==> src/rtl/seq_pkg.sv <==
// Package: seq_pkg
// Shared definitions for the consumer end of the one-hot sequencer bus:
// bus and instruction widths, instruction classes, the class-to-length
// mapping, the fetch strobe decode masks and the decoder FSM states.
package seq_pkg;

  localparam int NSTATES = 23;  // one-hot states A..W, state k is bit k-1
  localparam int IW      = 8;   // instruction width

  localparam logic [IW-1:0] OPC_HALT = 8'hAE;

  typedef logic [NSTATES-1:0] state_vec_t;

  typedef enum logic [2:0] {
    MOV8, SETAB, ALU, LDST, MOV16, INC16, GOTO, HALT
  } op_class_t;

  typedef enum logic {
    ST_RUN,
    ST_HALTED
  } dec_state_t;

  typedef struct packed {
    logic sel_pc;
    logic mem_rd;
    logic ld_inst;
    logic ld_inc;
    logic ld_pc;
  } strobe_t;

  // Fetch strobe decode: bit k-1 set means the strobe is active in state k.
  localparam state_vec_t SEL_PC_MASK  = 23'h00003F;  // states 1..6
  localparam state_vec_t MEM_RD_MASK  = 23'h00000F;  // states 1..4
  localparam state_vec_t LD_INST_MASK = 23'h000004;  // state 3
  localparam state_vec_t LD_INC_MASK  = 23'h000030;  // states 5..6
  localparam state_vec_t LD_PC_MASK   = 23'h0000C0;  // states 7..8

  // Classify an instruction; the exact HALT opcode takes priority over the
  // 0x80..0xBF group it lives in.
  function automatic op_class_t op_decode(input logic [IW-1:0] ins);
    op_class_t op;
    if (ins == OPC_HALT) begin
      op = HALT;
    end else begin
      case (ins[7:6])
        2'b00:   op = MOV8;
        2'b01:   op = SETAB;
        2'b10: begin
          case (ins[5:4])
            2'b00:   op = ALU;
            2'b01:   op = LDST;
            2'b10:   op = MOV16;
            default: op = INC16;
          endcase
        end
        default: op = GOTO;
      endcase
    end
    return op;
  endfunction

  // Number of sequencer states the instruction occupies.
  function automatic int op_len(input op_class_t op);
    int len;
    len = 8;
    case (op)
      MOV8, SETAB, ALU: len = 8;
      HALT, MOV16:      len = 10;
      LDST:             len = 12;
      INC16:            len = 14;
      GOTO:             len = 24;
      default:          len = 8;
    endcase
    return len;
  endfunction

  // One-hot mask of the final state of the instruction. GOTO is longer than
  // the bus, so its bit shifts out and it never requests an abort.
  function automatic state_vec_t end_mask(input op_class_t op);
    return state_vec_t'(1) << (op_len(op) - 1);
  endfunction

endpackage

==> src/rtl/seq_onehot_chk.sv <==
// Module: seq_onehot_chk
// Protocol checker for the one-hot sequencer bus. Flags a multi-hot bus or
// an illegal successor (state k may only be followed by k+1, by state 1, or
// by idle). The flag is sticky until reset.
// Ports:
//   clock    in   system clock
//   reset    in   synchronous, active-high reset
//   fsm_out  in   one-hot sequencer state bus
//   err      out  registered sticky error flag
//   err_set  out  combinational: a violation is being sampled this cycle
module seq_onehot_chk
  import seq_pkg::*;
(
  input  logic       clock,
  input  logic       reset,
  input  state_vec_t fsm_out,
  output logic       err,
  output logic       err_set
);

  state_vec_t prev_q;
  state_vec_t allowed;
  logic       multi_hot;
  logic       bad_succ;

  always_comb begin
    // Successor of state k is bit k (state k+1) or bit 0 (wrap to state 1);
    // state W's successor bit falls off the top, leaving only the wrap.
    allowed   = {prev_q[NSTATES-2:0], 1'b1};
    multi_hot = ($countones(fsm_out) > 1);
    bad_succ  = (|prev_q) && (|fsm_out) && (|(fsm_out & ~allowed));
    err_set   = multi_hot || bad_succ;
  end

  always_ff @(posedge clock) begin
    if (reset) begin
      prev_q <= '0;
      err    <= 1'b0;
    end else begin
      prev_q <= fsm_out;
      err    <= err | err_set;
    end
  end

endmodule

==> src/rtl/fsa_decoder.sv <==
// Module: fsa_decoder
// Consumer end of the 23-state one-hot sequencer bus. Latches the fetched
// instruction in state 3, classifies it, returns a one-cycle abort after the
// instruction's final state, and decodes the bus into registered fetch
// strobes. A HALT instruction parks the block (abort held, strobes off)
// until a resume pulse.
// Optional build macro: FSA_DEC_ONEHOT_CHK_EN adds the one-hot protocol
// checker; a detected error drives err and parks the block as if halted.
// Ports:
//   clock     in   system clock
//   reset     in   synchronous, active-high reset
//   fsm_out   in   one-hot sequencer state (all-zero = idle)
//   data_bus  in   memory data, sampled as the instruction in state 3
//   resume    in   pulse that leaves the halted state
//   abort     out  request to the sequencer to end the current instruction
//   sel_pc    out  drive PC onto the address bus
//   mem_rd    out  memory read strobe
//   ld_inst   out  instruction register load strobe
//   ld_inc    out  load incrementer from the address bus
//   ld_pc     out  load PC from the incrementer
//   instr_q   out  latched instruction
//   halted    out  HALT executed (or protocol error); sequencer must hold
//   err       out  sticky protocol error (0 unless the checker is built)
// All outputs are registered from the bus value sampled on the previous edge.
module fsa_decoder
  import seq_pkg::*;
(
  input  logic          clock,
  input  logic          reset,
  input  state_vec_t    fsm_out,
  input  logic [IW-1:0] data_bus,
  input  logic          resume,
  output logic          abort,
  output logic          sel_pc,
  output logic          mem_rd,
  output logic          ld_inst,
  output logic          ld_inc,
  output logic          ld_pc,
  output logic [IW-1:0] instr_q,
  output logic          halted,
  output logic          err
);

  dec_state_t    st_q, st_d;
  strobe_t       strobe_q, strobe_d;
  logic          abort_d;
  logic          halted_d;
  logic [IW-1:0] instr_d;
  logic          inst_vld, inst_vld_d;  // an instruction was fetched since reset
  logic          err_any;
  logic          hold;
  logic          end_hit;
  op_class_t     cls;

`ifdef FSA_DEC_ONEHOT_CHK_EN
  logic err_set;

  seq_onehot_chk u_chk (
    .clock   (clock),
    .reset   (reset),
    .fsm_out (fsm_out),
    .err     (err),
    .err_set (err_set)
  );

  // A violation sampled now parks the block on this very edge.
  assign err_any = err | err_set;
`else
  assign err     = 1'b0;
  assign err_any = 1'b0;
`endif

  assign cls     = op_decode(instr_q);
  assign end_hit = |(fsm_out & end_mask(cls));
  assign hold    = (st_q == ST_HALTED) || err_any;

  // NOTE: every signal written here gets a default first, so no path
  // leaves one unassigned and no latch is inferred.
  always_comb begin
    st_d       = st_q;
    strobe_d   = '0;
    abort_d    = 1'b0;
    instr_d    = instr_q;
    inst_vld_d = inst_vld;

    if (hold) begin
      // Parked: abort stays asserted, strobes stay off, instruction frozen.
      abort_d = 1'b1;
      if ((st_q == ST_HALTED) && resume && !err_any) begin
        st_d    = ST_RUN;
        abort_d = 1'b0;
      end
    end else begin
      // Multi-hot bus values decode as the OR of their states.
      strobe_d.sel_pc  = |(fsm_out & SEL_PC_MASK);
      strobe_d.mem_rd  = |(fsm_out & MEM_RD_MASK);
      strobe_d.ld_inst = |(fsm_out & LD_INST_MASK);
      strobe_d.ld_inc  = |(fsm_out & LD_INC_MASK);
      strobe_d.ld_pc   = |(fsm_out & LD_PC_MASK);

      // The class uses the instruction latched by an earlier state 3; a
      // reset discards it, so nothing aborts until the next fetch.
      if (inst_vld && end_hit) begin
        abort_d = 1'b1;
        if (cls == HALT) begin
          st_d     = ST_HALTED;
          strobe_d = '0;
        end
      end

      if (fsm_out[2]) begin
        instr_d    = data_bus;
        inst_vld_d = 1'b1;
      end
    end

    halted_d = (st_d == ST_HALTED) || err_any;
  end

  // NOTE: sequential state uses non-blocking assignments so every register
  // samples pre-edge values regardless of statement order.
  always_ff @(posedge clock) begin
    if (reset) begin
      // NOTE: instr_q is reset as well, since a reset must discard any
      // instruction caught mid-flight and present a known 8'h00.
      st_q     <= ST_RUN;
      strobe_q <= '0;
      abort    <= 1'b0;
      halted   <= 1'b0;
      instr_q  <= '0;
      inst_vld <= 1'b0;
    end else begin
      st_q     <= st_d;
      strobe_q <= strobe_d;
      abort    <= abort_d;
      halted   <= halted_d;
      instr_q  <= instr_d;
      inst_vld <= inst_vld_d;
    end
  end

  assign sel_pc  = strobe_q.sel_pc;
  assign mem_rd  = strobe_q.mem_rd;
  assign ld_inst = strobe_q.ld_inst;
  assign ld_inc  = strobe_q.ld_inc;
  assign ld_pc   = strobe_q.ld_pc;

endmodule
==> config.mk <==
export PLATFORM = sky130hd
export DESIGN_NAME = fsa_decoder
export DESIGN_NICKNAME = d
export VERILOG_FILES = /design/src/rtl/seq_pkg.sv /design/src/rtl/seq_onehot_chk.sv /design/src/rtl/fsa_decoder.sv
export SDC_FILE = /design/constraint.sdc
export NUM_CORES = 1
export LEC_CHECK = 0
export ABC_AREA = 0
export BUFFER_PORTS_ARGS = -buffer_cell sky130_fd_sc_hd__buf_2
export CELL_PAD_IN_SITES_DETAIL_PLACEMENT = 0
export CELL_PAD_IN_SITES_GLOBAL_PLACEMENT = 1
export CORE_ASPECT_RATIO = 1.2
export CORE_MARGIN = 4
export CORE_UTILIZATION = 27
export DETAILED_ROUTE_END_ITERATION = 8
export PLACE_DENSITY = 0.88
export SYNTH_ARGS = -nofsm -noshare
export SYNTH_HDL_FRONTEND = slang
export SYNTH_SLANG_ARGS = --single-unit
==> constraint.sdc <==
create_clock -name clock -period 2.6 [get_ports clock]
set_input_delay 0.52 -clock clock [delete_from_list [all_inputs] [get_ports clock]]
set_output_delay 0.52 -clock clock [all_outputs]
set_load 0.02 [all_outputs]
==> impl_metrics.env, run 1 <==
export IMPL_fmax_mhz=677
export IMPL_r2r_cells=4
export IMPL_cts_tree="built"
export IMPL_cts_made_buffers=3
export IMPL_regArea_um2=320
export IMPL_crit_buf_inv=1
export IMPL_grt_pass1_wl_um=2410
export IMPL_place_ws_ns=1.09
export IMPL_crit_arrival_ns=0.96
export IMPL_dieArea_um2=3340
export IMPL_synthesis_area_um2=669
export IMPL_h_tree_depth=1
export IMPL_finalCritPeriodShare_pct=56.8
export IMPL_synth_edf_count=0
export IMPL_crit_type="reg -> out"
export IMPL_drc_errors=0
export IMPL_status="completed"
export IMPL_wl_per_cell_um=10.8
export IMPL_grt_usage_pct=9.82
export IMPL_die_h_um=62.5
export IMPL_crit_path_top_delay_cell="dfxtp_1"
export IMPL_numPortBuffers=36
export IMPL_max_vdd_ir_drop_mv=0.325
export IMPL_place_congestion=0.754
export IMPL_clock_sinks=16
export IMPL_r2r_end="hold"
export IMPL_fin_nets=150
export IMPL_total_leakage_power_nw=0.428
export IMPL_ios=50
export IMPL_postSynthCellCount=78
export IMPL_ff2ff_setup_slack_ns=1.21
export IMPL_p_total_uw=505
export IMPL_grt_overflow=0
export IMPL_clockBufferDepth=2
export IMPL_rsz0062_at_grt="no"
export IMPL_dr_pass1_iters=4
export IMPL_antenna_found_initial=0
export IMPL_worstHoldPathCells=3
export IMPL_drt_iter0_markers=8
export IMPL_multi_input_area_um2=320
export IMPL_cts_reportedPaths_clkPinSlew_ns=0.09
export IMPL_clk_latency_ns=0.28
export IMPL_core_area_um2=2330
export IMPL_grt_max_degree=12
export IMPL_cts_repair_resized=0
export IMPL_start_kind="flip-flop"
export IMPL_dpl_cell_area_um2=863
export IMPL_worst_setup_path_end_kind="output pin"
export IMPL_tns_ns=0
export IMPL_slowest_delay_ns=0.46
export IMPL_worst_pin_slew_ns=0.594
export IMPL_synth_common_cells="nand2_1, dfxtp_1, nor2_1"
export IMPL_critPathTopFamily="flip-flops"
export IMPL_setup_viol=0
export IMPL_nFillCells=263
export IMPL_syn_num_nets=112
export IMPL_dpl_hpwl_um=1240
export IMPL_p_per_area_nw_per_um2=561
export IMPL_drive_above_1_share_pct=40.0
export IMPL_antenna_cells=0
export IMPL_cp_required_ns=2.08
export IMPL_hold_buffers=0
export IMPL_ys_flop_type="dfxtp_1"
export IMPL_max_slew_margin_pct=60.3
export IMPL_yosysSeqAreaShare_pct=47.9
export IMPL_area_growth_pct=34.4
export IMPL_synth_most_common_cell="nand2_1"
export IMPL_crit_chain="buf_2"
export IMPL_postLayoutCellArea_um2=900
export IMPL_synth_distinct_cells=25
export IMPL_yosys_area_top_type="dfxtp_1"
export IMPL_async_flop_share_pct=0
export IMPL_finalHoldViolCount=0
export IMPL_cp_max_fo=8
export IMPL_grt_pass1_vias=575
export IMPL_drv_cap=0
export IMPL_fin_crit_ns=1.48
export IMPL_fin_util_pct=38.6
export IMPL_num_rows=19
export IMPL_initial_core_util_pct=28.7
export IMPL_via_count=636
export IMPL_cts_setup_buffers=0
export IMPL_synth_top_area_share_pct=47.9
export IMPL_synth_area_per_cell_um2=8.58
export IMPL_ys_warn_count=0
export IMPL_drv_slew=0
export IMPL_holdCritStartpoint="fsm_out[4]"
export IMPL_synth_area_leaders="dfxtp_1, nand2_1, a21oi_1"
export IMPL_fin_ws_ns=1.12
export IMPL_drt_total_wl_um=1570
export IMPL_r2r_start="instr_q[5]"
export IMPL_postRouteAntennaNets=0
export IMPL_hold_end="ld_inc"
export IMPL_ys_ff_latch=16
export IMPL_die_w_um=53.5
export IMPL_fin_worst_skew_ns=0.000598
export IMPL_via_per_inst=4.36
export IMPL_hp_class="in -> reg"
export IMPL_cts_root_buf="clkbuf_4"
-- power breakdown --
| part | leakage [nW] | total, mW | switching [mW] | internal (mW) |
|---|---|---|---|---|
| Sequential | 0.133 | 0.268 | 0.00953 | 0.258 |
| Clock | 0.0210 | 0.162 | 0.0765 | 0.0853 |
| Combinational | 0.274 | 0.0757 | 0.0432 | 0.0324 |
| Total | 0.428 | 0.505 | 0.129 | 0.376 |
-- area by class of cell --
class                           count  share of cell area (%)
Clock buffer                        4                    4.03
Inverter                            1                   0.417
Multi-Input combinational cell     58                    35.6
Sequential cell                    16                    35.6
Tap cell                           31                    4.31
Timing Repair Buffer               36                    20.0
-- metal layers --
metal | global-route usage (%) | vias to the layer above | share of wire [%]
li1 | - | 337 | -
met1 | 11.5 | 263 | 44
met2 | 15.2 | 31 | 41
met3 | 3.82 | 5 | 13
met4 | 4.79 | 0 | 1.8
met5 | 0 | - | 0
-- stage by stage --
step           instances  hold slack [ns]
6_report             146            0.448
5_1_grt              146            0.449
4_1_cts              146            0.437
3_5_place_dp         142            0.459
3_3_place_gp         142            0.452
2_1_floorplan         78            0.462
-- worst max-delay path by stage --
stage | from | to | slack (ns) | cells after the start
6_report | instr_q[7] | instr_q[7] | 1.12 | 1
5_1_grt | instr_q[5] | instr_q[5] | 1.07 | 1
2_1_floorplan | instr_q[5] | mem_rd | 1.21 | 4
3_3_place_gp | fsm_out[11] | hold | 1.10 | 5
3_5_place_dp | fsm_out[11] | hold | 1.09 | 5
4_1_cts | instr_q[5] | instr_q[5] | 1.11 | 1
-- state kept, by name, indices dropped and copies added (netlist names) --
name,cells
ld_pc,1
sel_pc,1
abort,1
mem_rd,1
inst_vld,1
instr_q,8
hold,1
ld_inc,1
ld_inst,1
-- kinds of logic after synthesis --
logic type | Yosys count | share of synthesized area, %
buf+inv | 4 | 4.30
compound gates | 18 | 18.3
flops | 16 | 47.9
other cells | 1 | 0.560
simple gates | 38 | 27.5
mux | 1 | 1.50
-- cell usage in the layout, fill, tap and decap left out --
cell type,Yosys,final
and2b_2,1,1
o31a_2,1,1
nand2b_1,1,1
inv_1,1,1
o31ai_4,1,1
o21a_1,2,2
or2_2,1,1
conb_1,1,1
o21ai_0,3,3
clkbuf_8,1,1
a21oi_1,9,9
a22oi_1,1,1
or2b_2,1,1
and2b_1,1,1
clkbuf_4,0,3
buf_2,0,36
mux2i_1,1,1
o2111ai_1,1,1
nand2_1,19,19
and4bb_2,1,1
nand4b_1,1,1
and4b_1,1,1
nor2_1,10,10
nor4_1,1,1
dfxtp_1,16,16
Note: power is estimated with default switching activity, not from simulation.
==> run 2, diff against run 1 <==
--- a/config.mk
+++ b/config.mk
@@ -11,9 +11,9 @@
 export CELL_PAD_IN_SITES_GLOBAL_PLACEMENT = 1
 export CORE_ASPECT_RATIO = 1.2
 export CORE_MARGIN = 4
-export CORE_UTILIZATION = 27
+export CORE_UTILIZATION = 23
 export DETAILED_ROUTE_END_ITERATION = 8
-export PLACE_DENSITY = 0.88
+export PLACE_DENSITY = 0.8
 export SYNTH_ARGS = -nofsm -noshare
 export SYNTH_HDL_FRONTEND = slang
 export SYNTH_SLANG_ARGS = --single-unit
==> constraint.sdc (replaced) <==
create_clock -name clock -period 1.3 [get_ports clock]
set_input_delay 0.26 -clock clock [delete_from_list [all_inputs] [get_ports clock]]
set_output_delay 0.26 -clock clock [all_outputs]
set_load 0.02 [all_outputs]
==> run 2 against run 1 <==
Via count grew 2.4%. Sequential share of layout area down 0.84 points. Hold slack got worse by 0.26 ns. Sequential cell count unchanged. Largest power group unchanged.
==> impl_metrics.env, run 2 (synthesis gave the netlist of run 1 again) <==
export IMPL_placedCellCount=150
export IMPL_place_ws_ns=-0.00545
export IMPL_status="completed"
export IMPL_grt_pass1_vias=647
export IMPL_crit_path_top_delay_cell="dfxtp_4"
export IMPL_tns_ns=0
export IMPL_total_leakage_power_nw=0.457
export IMPL_hold_buffers=0
export IMPL_crit_type="reg -> reg"
export IMPL_grt_overflow=0
export IMPL_ios=50
export IMPL_via_count=651
export IMPL_dpl_hpwl_um=1390
export IMPL_p_per_area_nw_per_um2=1060
export IMPL_clockBufferDepth=2
export IMPL_cts_reportedPaths_clkPinSlew_ns=0.09
export IMPL_dr_pass1_iters=2
export IMPL_holdCritStartpoint="data_bus[6]"
export IMPL_dieArea_um2=3840
export IMPL_drive_above_1_share_pct=50.8
export IMPL_postRouteAntennaNets=0
export IMPL_grt_max_degree=10
export IMPL_hp_class="in -> reg"
export IMPL_drc_errors=0
export IMPL_fin_cells=154
export IMPL_crit_arrival_ns=1.44
export IMPL_largest_register_ffs=8
export IMPL_drv_slew=0
export IMPL_fin_ws_ns=0.0340
export IMPL_finalCritPeriodShare_pct=97.4
export IMPL_via_per_inst=4.23
export IMPL_regArea_um2=335
export IMPL_rsz0062_at_grt="yes"
export IMPL_antenna_found_initial=0
export IMPL_fmax_mhz=790
export IMPL_cts_root_buf="clkbuf_4"
export IMPL_drt_iter0_markers=9
export IMPL_postLayoutCellArea_um2=965
export IMPL_wl_per_cell_um=11.1
export IMPL_p_total_mw=1.03
export IMPL_start_kind="flip-flop"
export IMPL_initial_core_util_pct=24.0
export IMPL_drt_total_wl_um=1700
export IMPL_num_rows=21
export IMPL_grt_usage_pct=9.00
export IMPL_setup_viol=0
export IMPL_crit_chain="o31a_2 > o31ai_4 > nor2_1"
export IMPL_fin_worst_skew_ns=0.000410
export IMPL_holdWs_ns=0.193
export IMPL_numPortBuffers=36
export IMPL_antenna_cells=0
export IMPL_fin_util_pct=34.6
export IMPL_die_w_um=57.2
export IMPL_layout_common_cells="buf_2, nand2_1, nor2_1, a21oi_1, dfxtp_1"
export IMPL_cts_made_buffers=3
export IMPL_worst_setup_path_end_kind="flip-flop"
export IMPL_area_growth_pct=44.1
export IMPL_max_vdd_ir_drop_mv=0.315
export IMPL_drv_cap=0
export IMPL_multi_input_area_um2=329
export IMPL_cts_tree="built"
export IMPL_cts_setup_buffers=0
export IMPL_fin_nets=155
export IMPL_nFillCells=314
export IMPL_clock_sinks=16
export IMPL_h_tree_depth=1
export IMPL_finalHoldViolCount=0
export IMPL_cp_required_ns=1.47
export IMPL_core_area_um2=2790
export IMPL_grt_pass1_wl_um=2620
export IMPL_worstHoldPathCells=3
export IMPL_top_register="instr_q"
export IMPL_layout_commonest_cell="buf_2"
export IMPL_dpl_cell_area_um2=911
export IMPL_r2r_start="instr_q[5]"
export IMPL_cp_max_fo=6
export IMPL_slowest_delay_ns=0.38
export IMPL_fin_crit_ns=1.27
export IMPL_r2r_cells=3
export IMPL_place_congestion=0.758
export IMPL_clk_latency_ns=0.28
export IMPL_startpoint="instr_q[5]"
export IMPL_die_h_um=67.1
==> run 2: cell types whose count changed in the layout (fill, tap and decap cells not counted), sizes merged <==
cell  delta
buf      +5
==> run 2: area by class of cell <==
class	count	share of cell area [%]
flip-flops and latches	16	34.8
inverters	1	0.389
repair buffers	41	22.6
multi-input cells	58	34.1
well taps	34	4.41
clock buffers	4	3.76
==> run 2: critical path, delay by kind of cell, from the launching register on <==
family | cells | cell delay [ns]
AO/OA/AOI/OAI | 2 | 0.70
AND/OR/NAND/NOR | 1 | 0.09
flip-flops | 1 | 0.38
==> run 2: power by group <==
part           switching [mW]  total [mW]  leakage [nW]  internal [mW]
Combinational          0.0909       0.165         0.300         0.0737
Sequential             0.0197       0.536         0.136          0.517
Clock                   0.156       0.326        0.0210          0.170
==> run 2: path summary, 6_finish.rpt <==
kind,slack (ns),to
worst min-delay path,0.19,instr_q[6]
worst max register to register,0.03,ld_pc
worst min register to register,0.47,instr_q[2]
worst max-delay path,0.03,ld_pc
==> run 2: routing by layer <==
metal  GRT usage, %  up-vias  wire [um]  part of all wire [%]
met5              0        -          0                     0
met4           6.67        0         24                   1.4
met3           3.10        2        179                    11
met2           16.0       23        868                    51
met1           8.45      280        630                    37
li1               -      346          -                     -
==> run 2: timing repair <==
item                       4_1_cts  5_1_grt
pin swaps                        0        1
setup endpoints to repair        1        7
resized for setup                2        5
==> run 3, diff against run 2 <==
--- a/config.mk
+++ b/config.mk
@@ -7,9 +7,10 @@
 export LEC_CHECK = 0
 export ABC_AREA = 0
 export BUFFER_PORTS_ARGS = -buffer_cell sky130_fd_sc_hd__buf_2
+export CAP_MARGIN = 30
 export CELL_PAD_IN_SITES_DETAIL_PLACEMENT = 0
 export CELL_PAD_IN_SITES_GLOBAL_PLACEMENT = 1
-export CORE_ASPECT_RATIO = 1.2
+export CORE_ASPECT_RATIO = 2
 export CORE_MARGIN = 4
 export CORE_UTILIZATION = 23
 export DETAILED_ROUTE_END_ITERATION = 8
==> run 3 against run 2 <==
Sequential power about the same. Via count rose by 5.8%. Final cell count is 3.2% lower. Clock power rose by 30%. Design area grew 2.2%. Core utilization up 0.96 points. Sequential share of layout area down 1.3 points. Setup slack got worse by 0.013 ns. Register-to-register slack hardly changed. Hold slack improved by 0.025 ns. Routed wire length up 1.2%. Highest routed layer unchanged. Die area rose by 1.3%.
==> impl_metrics.env, run 3 (synthesis gave the netlist of run 1 again) <==
export IMPL_status="completed"
export IMPL_crit_arrival_ns=1.40
export IMPL_drt_iter0_markers=7
export IMPL_wl_per_cell_um=11.6
export IMPL_core_area_um2=2770
export IMPL_die_w_um=46.1
export IMPL_numPortBuffers=36
export IMPL_drive_above_1_share_pct=49.2
export IMPL_setup_viol=0
export IMPL_postLayoutCellArea_um2=986
export IMPL_initial_core_util_pct=24.2
export IMPL_dpl_cell_area_um2=897
export IMPL_startpoint="instr_q[6]"
export IMPL_placedCellCount=144
export IMPL_grt_max_degree=12
export IMPL_top_register="instr_q"
export IMPL_clk_latency_ns=0.24
export IMPL_fin_util_pct=35.6
export IMPL_cp_max_fo=8
export IMPL_crit_type="reg -> reg"
export IMPL_drc_errors=0
export IMPL_clockBufferDepth=2
export IMPL_finalCritPeriodShare_pct=98.4
export IMPL_nFillCells=313
export IMPL_antenna_cells=0
export IMPL_cts_root_buf="clkbuf_8"
export IMPL_largest_register_ffs=8
export IMPL_fin_worst_skew_ns=0.00213
export IMPL_die_h_um=84.3
export IMPL_crit_buf_inv=0
export IMPL_antenna_found_initial=0
export IMPL_r2r_start="instr_q[6]"
export IMPL_grtUsageMet1_pct=9.78
export IMPL_crit_path_top_delay_cell="o31a_2"
export IMPL_fin_crit_ns=1.28
export IMPL_hold_buffers=0
export IMPL_holdCritStartpoint="fsm_out[6]"
export IMPL_crit_chain="o31a_2 > o31ai_4 > a21oi_1"
export IMPL_ios=50
export IMPL_grt_overflow=0
export IMPL_grt_usage_pct=9.56
export IMPL_p_per_area_nw_per_um2=1140
export IMPL_drv_slew=0
export IMPL_fin_nets=155
export IMPL_via_count=689
export IMPL_h_tree_depth=1
export IMPL_dr_pass1_iters=4
export IMPL_start_kind="flip-flop"
export IMPL_regArea_um2=330
export IMPL_layout_commonest_cell="buf_2"
export IMPL_cp_required_ns=1.42
export IMPL_slowest_delay_ns=0.38
export IMPL_holdWs_ns=0.218
export IMPL_hp_class="in -> reg"
export IMPL_total_leakage_power_nw=0.464
export IMPL_critPathTopFamily="compound AO/OA/AOI/OAI gates"
export IMPL_fmax_mhz=782
export IMPL_dpl_hpwl_um=1410
export IMPL_dieArea_um2=3890
export IMPL_drv_cap=0
export IMPL_p_total_mw=1.13
export IMPL_max_vdd_ir_drop_mv=0.582
export IMPL_rsz0062_at_grt="yes"
export IMPL_drt_total_wl_um=1720
export IMPL_fin_cells=149
export IMPL_cts_made_buffers=3
export IMPL_worst_setup_path_end_kind="flip-flop"
export IMPL_met3_usage_pct=2.58
export IMPL_via_per_inst=4.62
export IMPL_num_rows=27
export IMPL_grt_pass1_vias=662
export IMPL_clock_sinks=16
export IMPL_postRouteAntennaNets=0
export IMPL_grt_pass1_wl_um=2800
export IMPL_cts_reportedPaths_clkPinSlew_ns=0.06
export IMPL_layout_common_cells="buf_2, nand2_1, nor2_1, dfxtp_1, a21oi_1"
export IMPL_cts_tree="built"
export IMPL_met2_usage_pct=17.0
export IMPL_multi_input_area_um2=343
export IMPL_top_usage_layer="met2"
export IMPL_place_congestion=0.786
export IMPL_finalHoldViolCount=0
export IMPL_area_growth_pct=47.3
[run 3: report_power, final]
group          internal [mW]  switching (mW)
Sequential             0.518          0.0196
Combinational         0.0726          0.0930
Clock                  0.268           0.157
[run 3: per-stage QoR]
step                setup slack (ns)  setup TNS, ns
global placement             -0.0400        -0.0400
CTS                         -0.00178       -0.00178
detailed placement           -0.0912         -0.109
global route                 -0.0922         -0.407
finish                        0.0212              0
floorplan                    0.00662              0
[run 3: layout make-up]
class,count,area share (%)
Sequential cell,16,33.5
Multi-Input combinational cell,58,34.8
Inverter,1,0.381
Clock buffer,4,5.58
Tap cell,29,3.68
Timing Repair Buffer,41,22.1
[run 3: layer usage]
metal | vias up | routed length (um)
met3 | 2 | 178
met4 | 0 | 19
li1 | 346 | -
met5 | - | 0
met1 | 309 | 623
met2 | 32 | 901
[run 3: repair_timing]
item / 4_1_cts / 5_1_grt
endpoints found under the hold margin: 0 / 0
setup buffers: 2 / 0
pin swaps: 3 / 5
setup endpoints to repair: 3 / 6
resized for setup: 3 / 3
[run 3: path summary, 6_finish.rpt]
kind           endpoint  slack [ns]  depth (start not counted)
min               ld_pc        0.22                          3
min reg2reg  instr_q[1]        0.46                          2
max reg2reg      sel_pc        0.02                          3
max              sel_pc        0.02                          3
[run 3: worst min-delay path: cells and delay by family]
family                 cells  cell delay [ns]
and+or+nand+nor            2             0.09
buffers and inverters      1             0.08
